`src/rtl/nmr_phase_sched_if.sv`:
```
// Control, configuration and status bundle for the NMR phase scheduler.
interface nmr_phase_sched_if;
  logic        work;
  logic        start;
  logic        abort;
  logic        cfg_we;
  logic [1:0]  cfg_addr;
  logic [15:0] cfg_data;
  logic [1:0]  last_ph;
  logic [7:0]  reps;
  logic        busy;
  logic [1:0]  phase;
  logic        ph_end;
  logic        done;
  logic        timeup;
  logic        cfg_err;

  modport master (
    output work, start, abort, cfg_we, cfg_addr, cfg_data, last_ph, reps,
    input  busy, phase, ph_end, done, timeup, cfg_err
  );

  modport slave (
    input  work, start, abort, cfg_we, cfg_addr, cfg_data, last_ph, reps,
    output busy, phase, ph_end, done, timeup, cfg_err
  );
endinterface

```
`src/rtl/nmr_phase_sched.sv`:
```
// NMR phase scheduler: steps through a table of phase durations counted in
// 5 kHz timebase ticks, optionally repeating the table several times.
module nmr_phase_sched #(
  parameter int NPH = 4
) (
  input  logic              clk_sys,
  input  logic              rst_n,
  input  logic              clk_5K,
  nmr_phase_sched_if.slave  sif
);

  typedef enum logic [2:0] {IDLE, LOAD, RUN, NEXT, FIN} state_t;

  localparam logic [2:0] NPH_L = 3'(NPH);

  state_t      state_q, state_d;
  logic [15:0] dur_q [NPH];
  logic [15:0] count_q, count_d;
  logic [15:0] cur_q, cur_d;
  logic [1:0]  phase_q, phase_d;
  logic [1:0]  last_q, last_d;
  logic [7:0]  pass_q, pass_d;
  logic [7:0]  reps_q, reps_d;
  logic        timeup_q, timeup_d;
  logic        err_q, err_d;
  logic        abrt_q, abrt_d;
  logic        s1_q, s2_q, s3_q;
  logic        tick;
  logic        cfg_wr_ok;
  logic        cfg_wr_bad;

  // Two-flop synchroniser for the asynchronous timebase plus edge history
  always_ff @(posedge clk_sys) begin
    if (!rst_n) begin
      s1_q <= 1'b0;
      s2_q <= 1'b0;
      s3_q <= 1'b0;
    end else begin
      s1_q <= clk_5K;
      s2_q <= s1_q;
      s3_q <= s2_q;
    end
  end

  assign tick       = s2_q & ~s3_q & ~sif.work;
  assign cfg_wr_ok  = sif.cfg_we && (state_q == IDLE) && ({1'b0, sif.cfg_addr} < NPH_L);
  assign cfg_wr_bad = sif.cfg_we && (state_q != IDLE);

  // Duration table: writable only from IDLE, persists across sequences
  always_ff @(posedge clk_sys) begin
    if (!rst_n) begin
      dur_q <= '{default: '0};
    end else if (cfg_wr_ok) begin
      dur_q[sif.cfg_addr] <= sif.cfg_data;
    end
  end

  // State and datapath registers
  always_ff @(posedge clk_sys) begin
    if (!rst_n) begin
      state_q  <= IDLE;
      count_q  <= '0;
      cur_q    <= '0;
      phase_q  <= '0;
      last_q   <= '0;
      pass_q   <= '0;
      reps_q   <= '0;
      timeup_q <= 1'b0;
      err_q    <= 1'b0;
      abrt_q   <= 1'b0;
    end else begin
      state_q  <= state_d;
      count_q  <= count_d;
      cur_q    <= cur_d;
      phase_q  <= phase_d;
      last_q   <= last_d;
      pass_q   <= pass_d;
      reps_q   <= reps_d;
      timeup_q <= timeup_d;
      err_q    <= err_d;
      abrt_q   <= abrt_d;
    end
  end

  // Next-state and datapath updates
  always_comb begin
    state_d  = state_q;
    count_d  = count_q;
    cur_d    = cur_q;
    phase_d  = phase_q;
    last_d   = last_q;
    pass_d   = pass_q;
    reps_d   = reps_q;
    timeup_d = timeup_q;
    err_d    = err_q;
    abrt_d   = abrt_q;
    unique case (state_q)
      IDLE: begin
        if (sif.start) begin
          if ({1'b0, sif.last_ph} >= NPH_L) begin
            err_d = 1'b1;
          end else begin
            last_d   = sif.last_ph;
            reps_d   = sif.reps;
            timeup_d = 1'b0;
            err_d    = 1'b0;
            abrt_d   = 1'b0;
            phase_d  = '0;
            pass_d   = '0;
            state_d  = LOAD;
          end
        end
      end
      LOAD: begin
        count_d = '0;
        cur_d   = dur_q[phase_q];
        if (sif.abort) begin
          abrt_d  = 1'b1;
          state_d = FIN;
        end else if (dur_q[phase_q] == '0) begin
          state_d = NEXT;
        end else begin
          state_d = RUN;
        end
      end
      RUN: begin
        if (sif.abort) begin
          abrt_d  = 1'b1;
          state_d = FIN;
        end else if (tick) begin
          count_d = count_q + 16'd1;
          if (count_q + 16'd1 == cur_q) state_d = NEXT;
        end
      end
      NEXT: begin
        if (sif.abort) begin
          abrt_d  = 1'b1;
          state_d = FIN;
        end else if (phase_q < last_q) begin
          phase_d = phase_q + 2'd1;
          state_d = LOAD;
        end else if (pass_q < reps_q) begin
          phase_d = '0;
          pass_d  = pass_q + 8'd1;
          state_d = LOAD;
        end else begin
          state_d = FIN;
        end
      end
      FIN: begin
        if (!abrt_q) timeup_d = 1'b1;
        state_d = IDLE;
      end
      default: state_d = IDLE;
    endcase
    if (cfg_wr_bad) err_d = 1'b1;
  end

  // Moore status outputs
  always_comb begin
    sif.busy    = (state_q == LOAD) || (state_q == RUN) || (state_q == NEXT);
    sif.ph_end  = (state_q == NEXT);
    sif.done    = (state_q == FIN);
    sif.phase   = phase_q;
    sif.timeup  = timeup_q;
    sif.cfg_err = err_q;
  end

endmodule

```
`src/flat_wrapper.sv`:
```
// flat-port wrapper written by rule: the top's interface ports become plain ports
module nmr_phase_sched_flat 
#(
  parameter int NPH = 4
)
  (clk_sys, rst_n, clk_5K, sif_work, sif_start, sif_abort, sif_cfg_we, sif_cfg_addr, sif_cfg_data, sif_last_ph, sif_reps, sif_busy, sif_phase, sif_ph_end, sif_done, sif_timeup, sif_cfg_err);
  nmr_phase_sched_if sif_i ();
  input  logic clk_sys;
  input  logic rst_n;
  input  logic clk_5K;
  input wire logic [$bits(sif_i.work)-1:0] sif_work;
  input wire logic [$bits(sif_i.start)-1:0] sif_start;
  input wire logic [$bits(sif_i.abort)-1:0] sif_abort;
  input wire logic [$bits(sif_i.cfg_we)-1:0] sif_cfg_we;
  input wire logic [$bits(sif_i.cfg_addr)-1:0] sif_cfg_addr;
  input wire logic [$bits(sif_i.cfg_data)-1:0] sif_cfg_data;
  input wire logic [$bits(sif_i.last_ph)-1:0] sif_last_ph;
  input wire logic [$bits(sif_i.reps)-1:0] sif_reps;
  output wire logic [$bits(sif_i.busy)-1:0] sif_busy;
  output wire logic [$bits(sif_i.phase)-1:0] sif_phase;
  output wire logic [$bits(sif_i.ph_end)-1:0] sif_ph_end;
  output wire logic [$bits(sif_i.done)-1:0] sif_done;
  output wire logic [$bits(sif_i.timeup)-1:0] sif_timeup;
  output wire logic [$bits(sif_i.cfg_err)-1:0] sif_cfg_err;
  assign sif_i.work = sif_work;
  assign sif_i.start = sif_start;
  assign sif_i.abort = sif_abort;
  assign sif_i.cfg_we = sif_cfg_we;
  assign sif_i.cfg_addr = sif_cfg_addr;
  assign sif_i.cfg_data = sif_cfg_data;
  assign sif_i.last_ph = sif_last_ph;
  assign sif_i.reps = sif_reps;
  assign sif_busy = sif_i.busy;
  assign sif_phase = sif_i.phase;
  assign sif_ph_end = sif_i.ph_end;
  assign sif_done = sif_i.done;
  assign sif_timeup = sif_i.timeup;
  assign sif_cfg_err = sif_i.cfg_err;
  nmr_phase_sched #(.NPH(NPH)) u_core (.clk_sys(clk_sys), .rst_n(rst_n), .clk_5K(clk_5K), .sif(sif_i));
endmodule
```
`config.mk`:
```
export PLATFORM = sky130hd
export DESIGN_NAME = nmr_phase_sched_flat
export DESIGN_NICKNAME = d
export VERILOG_FILES = /design/src/rtl/nmr_phase_sched_if.sv /design/src/rtl/nmr_phase_sched.sv /design/src/flat_wrapper.sv
export SDC_FILE = /design/constraint.sdc
export NUM_CORES = 1
export LEC_CHECK = 0
export BUFFER_PORTS_ARGS = -buffer_cell sky130_fd_sc_hd__buf_2
export CORE_ASPECT_RATIO = 2
export CORE_MARGIN = 5
export CORE_UTILIZATION = 35
export CTS_BUF_LIST = sky130_fd_sc_hd__clkbuf_16
export DETAILED_ROUTE_END_ITERATION = 12
export GPL_TIMING_DRIVEN = 0
export PLACE_DENSITY_LB_ADDON = 0.12
export SYNTH_ARGS = -nofsm -noshare
export SYNTH_HDL_FRONTEND = slang
export SYNTH_SLANG_ARGS = --single-unit
```
`constraint.sdc`:
```
create_clock -name clk_sys -period 2.1 [get_ports clk_sys]
set_input_delay 0.63 -clock clk_sys [delete_from_list [all_inputs] [get_ports clk_sys]]
set_output_delay 0.63 -clock clk_sys [all_outputs]
set_load 0.005 [all_outputs]
```
==> summary.txt <==
Status
  – Outcome: finished, violations left
  – Violated checks: setup timing

Setup path
  – CP max-delay cell: mux4_2
  – CP Max Fanout: 4
  – CP required: ~2500 ps
  – CP Cell Sequence: buf_6 -> mux4_2 -> or4_4 -> nor4_4 -> nand4_1 -> a31o_1 -> a21oi_2
  – CP startpoint kind: register
  – CP endpoint kind: register
  – WP buf/inv: 1
  – CP arrival: ~2600 ps
  – Crit-path max cell delay: approximately 530 ps
  – CP delay by family, top: simple AND/OR/NAND/NOR gates
  – Setup Crit Path Kind: reg2reg

Global route
  – Total GRT Usage: between 10% and 20%
  – Initial antenna violation count: 0
  – Largest net degree at the start of global routing: 17
  – First-pass GRT wire length: between 20 and 30 mm
  – Gr ovfl total: 0
  – Vias in the first global route: between 5,000 and 6,000

Run
  – Max-cap violations: 0

STA
  – Fmax: roughly 450 MHz
  – RSZ-0062 raised after global routing: true
  – Final setup fails: 1
  – Worst-Margin Slew: approximately 700 ps
  – PnR worst setup slack: -128 ps
  – Rel. slew slack: between 50% and 60%
  – Final critical-path required period: between 2000 and 2500 ps
  – Fin. max-slew vios: 0
  – Final hold viol count: 0
  – Clk_skew: roughly 13 ps
  – Final critical-path share of the clock period: 106%

Clock network
  – Root Driver: clkbuf_16
  – # H-tree levels: 4
  – Worst skew pair latency: 420 ps
  – Total CTS buffers: 17
  – Max Buffers Root-to-Sink: 2
  – CTS hold repair buffers: 0
  – CTS clk-pin slew, worst paths: about 60 ps
  – CTS sink cnt: around 130
  – CTS tree: done

Placement
  – Placer Congestion: 0.785
  – I/O Buffers: 41
  – Placed inst area: roughly 6700 sq um
  – Dpl hpwl: between 10 and 15 mm
  – Post-Place Setup Slack: -429 ps
  – Dpl cells: about 970

Yosys
  – Syn. warnings: 0
  – Net Count, Synth: around 770
  – Synth Flop Type: dfxtp_1
  – Cell taking the most area after synthesis: dfxtp_1
  – Syn Inst Count: 720
  – Mapped cell area: 6200 sq um
  – Synth async-reset ratio: 0%
  – EDFF count, synth: 0
  – Syn avg cell area: 8.62 sq um
  – Top post-synthesis cells by area: dfxtp_1, nand2_1, a21boi_1, mux4_2, xnor2_1
  – #FFs+latches synth: approximately 130
  – Synth top area share: roughly 40%
  – Seq/Total Area, Yosys: between 40% and 50%
  – Post-synth cell types: 60

Cells and area
  – Syn-to-layout area delta: 22.4%
  – Fin nets: around 830
  – Final Non-Filler Cells: between 1,000 and 1,500
  – Design area: around 7600 sq um
  – # diodes: 0
  – Utilization after layout: a little over two fifths
  – Fill count: 1,829
  – Layout cell share with drive strength beyond 1: 19.5%

Worst hold path
  – Hold Path Class: in2reg

Floorplanning
  – Core ar.: about 18,000 sq um
  – Top Ports: 42
  – Die height: roughly 200 um
  – Rows: 69
  – DIE AREA: 20,700 sq um
  – Die width: between 100 and 150 um
  – Initial core utilization: a little over a third

Drt
  – Vias: between 5,000 and 6,000
  – Vias/cell: between 5 and 6
  – WL/cell: ~17 um
  – Routed WL: 17.7 mm
  – Drt first pass iters: 5
  – Iteration-0 DRC Markers: approximately 170
  – Drc violations: 0
  – Post-DRT Antenna Nets: 0

Power
  – PD cells: 837 nW/um^2
  – Max IR drop VDD: around 0.53 mV
  – P_leak: around 2.8 nW
  – Design Power: between 6 and 7 mW
==> report_power, final <==
part	leakage, nW	total, mW	switching [mW]	internal (mW)
clock	0.321	3.28	1.24	2.04
combinational	1.42	0.579	0.361	0.218
sequential	1.02	2.50	0.0486	2.45
==> cell usage after synthesis, types with 3 or more instances <==
cell type	number
a2111o_1	6
a21boi_0	19
a21boi_1	46
a21o_1	3
a21oi_1	32
a31oi_1	3
and2_1	14
and3_1	7
and4_1	3
buf_2	6
clkbuf_1	40
dfxtp_1	125
ha_1	10
inv_1	15
mux2i_1	18
mux4_1	7
mux4_2	9
nand2_1	179
nand2b_1	5
nand3_1	12
nand4_1	8
nor2_1	35
nor2b_1	12
nor3_1	9
nor4_1	5
nor4_2	3
o2111ai_1	4
o21a_1	3
o21ai_0	11
o21ai_1	8
xnor2_1	22
xor2_1	5
==> cell families after synthesis <==
logic type,Yosys count,share of synthesized area [%]
buffers and inverters,63,4.11
and+or+nand+nor,311,23.8
adders and majority gates,10,2.02
AOI/OAI and AO/OA,150,16.8
DFF,125,40.3
xor gates and xnor gates,27,3.81
muxes,34,9.13
==> cells in the final DEF (no fill, tap or decap), types with 4 or more instances in the layout <==
| cell type | n |
|---|---|
| nand4_1 | 8 |
| clkbuf_16 | 17 |
| mux2i_1 | 18 |
| buf_2 | 47 |
| dfxtp_1 | 116 |
| a21boi_0 | 19 |
| ha_1 | 8 |
| nor2_1 | 34 |
| buf_6 | 5 |
| nand3_1 | 12 |
| xor2_1 | 5 |
| o21ai_0 | 10 |
| and2_1 | 12 |
| a21boi_1 | 46 |
| clkbuf_4 | 4 |
| nor2b_1 | 11 |
| clkbuf_1 | 23 |
| a21oi_1 | 29 |
| mux4_2 | 13 |
| and3_1 | 6 |
| nand2_1 | 178 |
| nand2b_1 | 5 |
| xnor2_1 | 22 |
| inv_6 | 4 |
| clkbuf_2 | 7 |
| o2111ai_1 | 4 |
| inv_1 | 15 |
| dfxtp_2 | 7 |
| a21oi_2 | 4 |
| o21ai_1 | 8 |
| buf_4 | 7 |
| bufinv_16 | 4 |
| nor4_1 | 5 |
| inv_8 | 4 |
| a2111o_1 | 6 |
| nor3_1 | 8 |
==> layer usage <==
metal | global-route usage (%) | vias to the layer above | routed length, um
met5 | 0 | - | 0
met2 | 30.8 | 104 | 9130
met4 | 7.11 | 0 | 317
li1 | - | 2643 | -
met1 | 21.5 | 2525 | 7580
met3 | 3.00 | 19 | 673
==> area by class of cell <==
class                      count  area, sq um  area share (%)
multi-input combinational    532         3550            46.7
inverter                      15         56.3           0.741
tap                          213          267            3.51
buffer                        45          249            3.28
clock buffer                  17          425            5.60
timing repair buffer          51          302            3.97
clock inverter                15          226            2.98
sequential                   125         2520            33.2
==> repair_timing <==
| item | CTS | global route |
|---|---|---|
| gates cloned | 0 | 1 |
| endpoints found under the setup margin | 66 | 44 |
| setup buffers | 7 | 2 |
| hold endpoints to repair | 0 | 0 |
| pin swaps | 5 | 6 |
| resized for setup | 29 | 45 |
==> sequential cells by signal, indices dropped and copies added, names as in the netlist <==
| register | cells |
|---|---|
| u_core.s3_q | 1 |
| u_core.sif.timeup | 1 |
| u_core.sif.phase | 2 |
| u_core.cur_q | 16 |
| u_core.dur_q | 64 |
| u_core.pass_q | 8 |
| u_core.count_q | 16 |
| u_core.state_q | 3 |
| u_core.abrt_q | 1 |
| u_core.last_q | 2 |
| u_core.sif.cfg_err | 1 |
| u_core.reps_q | 8 |
| u_core.s1_q | 1 |
| u_core.s2_q | 1 |
==> final timing paths <==
check | start | to | slack (ps) | cells after the start
max | u_core.sif.phase[1]$_SDFFE_PN0P_ | u_core.state_q[0]$_SDFFE_PN0P_ | -130 | 7
min | clk_5K | u_core.s1_q$_SDFF_PN0_ | 420 | 2
max reg2reg | u_core.sif.phase[1]$_SDFFE_PN0P_ | u_core.state_q[0]$_SDFFE_PN0P_ | -130 | 7
min reg2reg | u_core.s1_q$_SDFF_PN0_ | u_core.s2_q$_SDFF_PN0_ | 430 | 1
==> per-stage QoR <==
step,setup TNS [ps],hold slack [ps]
floorplan,0,412
global placement,-16610,414
detailed placement,-17770,422
CTS,-409,394
global route,-288,408
finish,-128,418
Note: power is estimated with default switching activity, not from simulation.
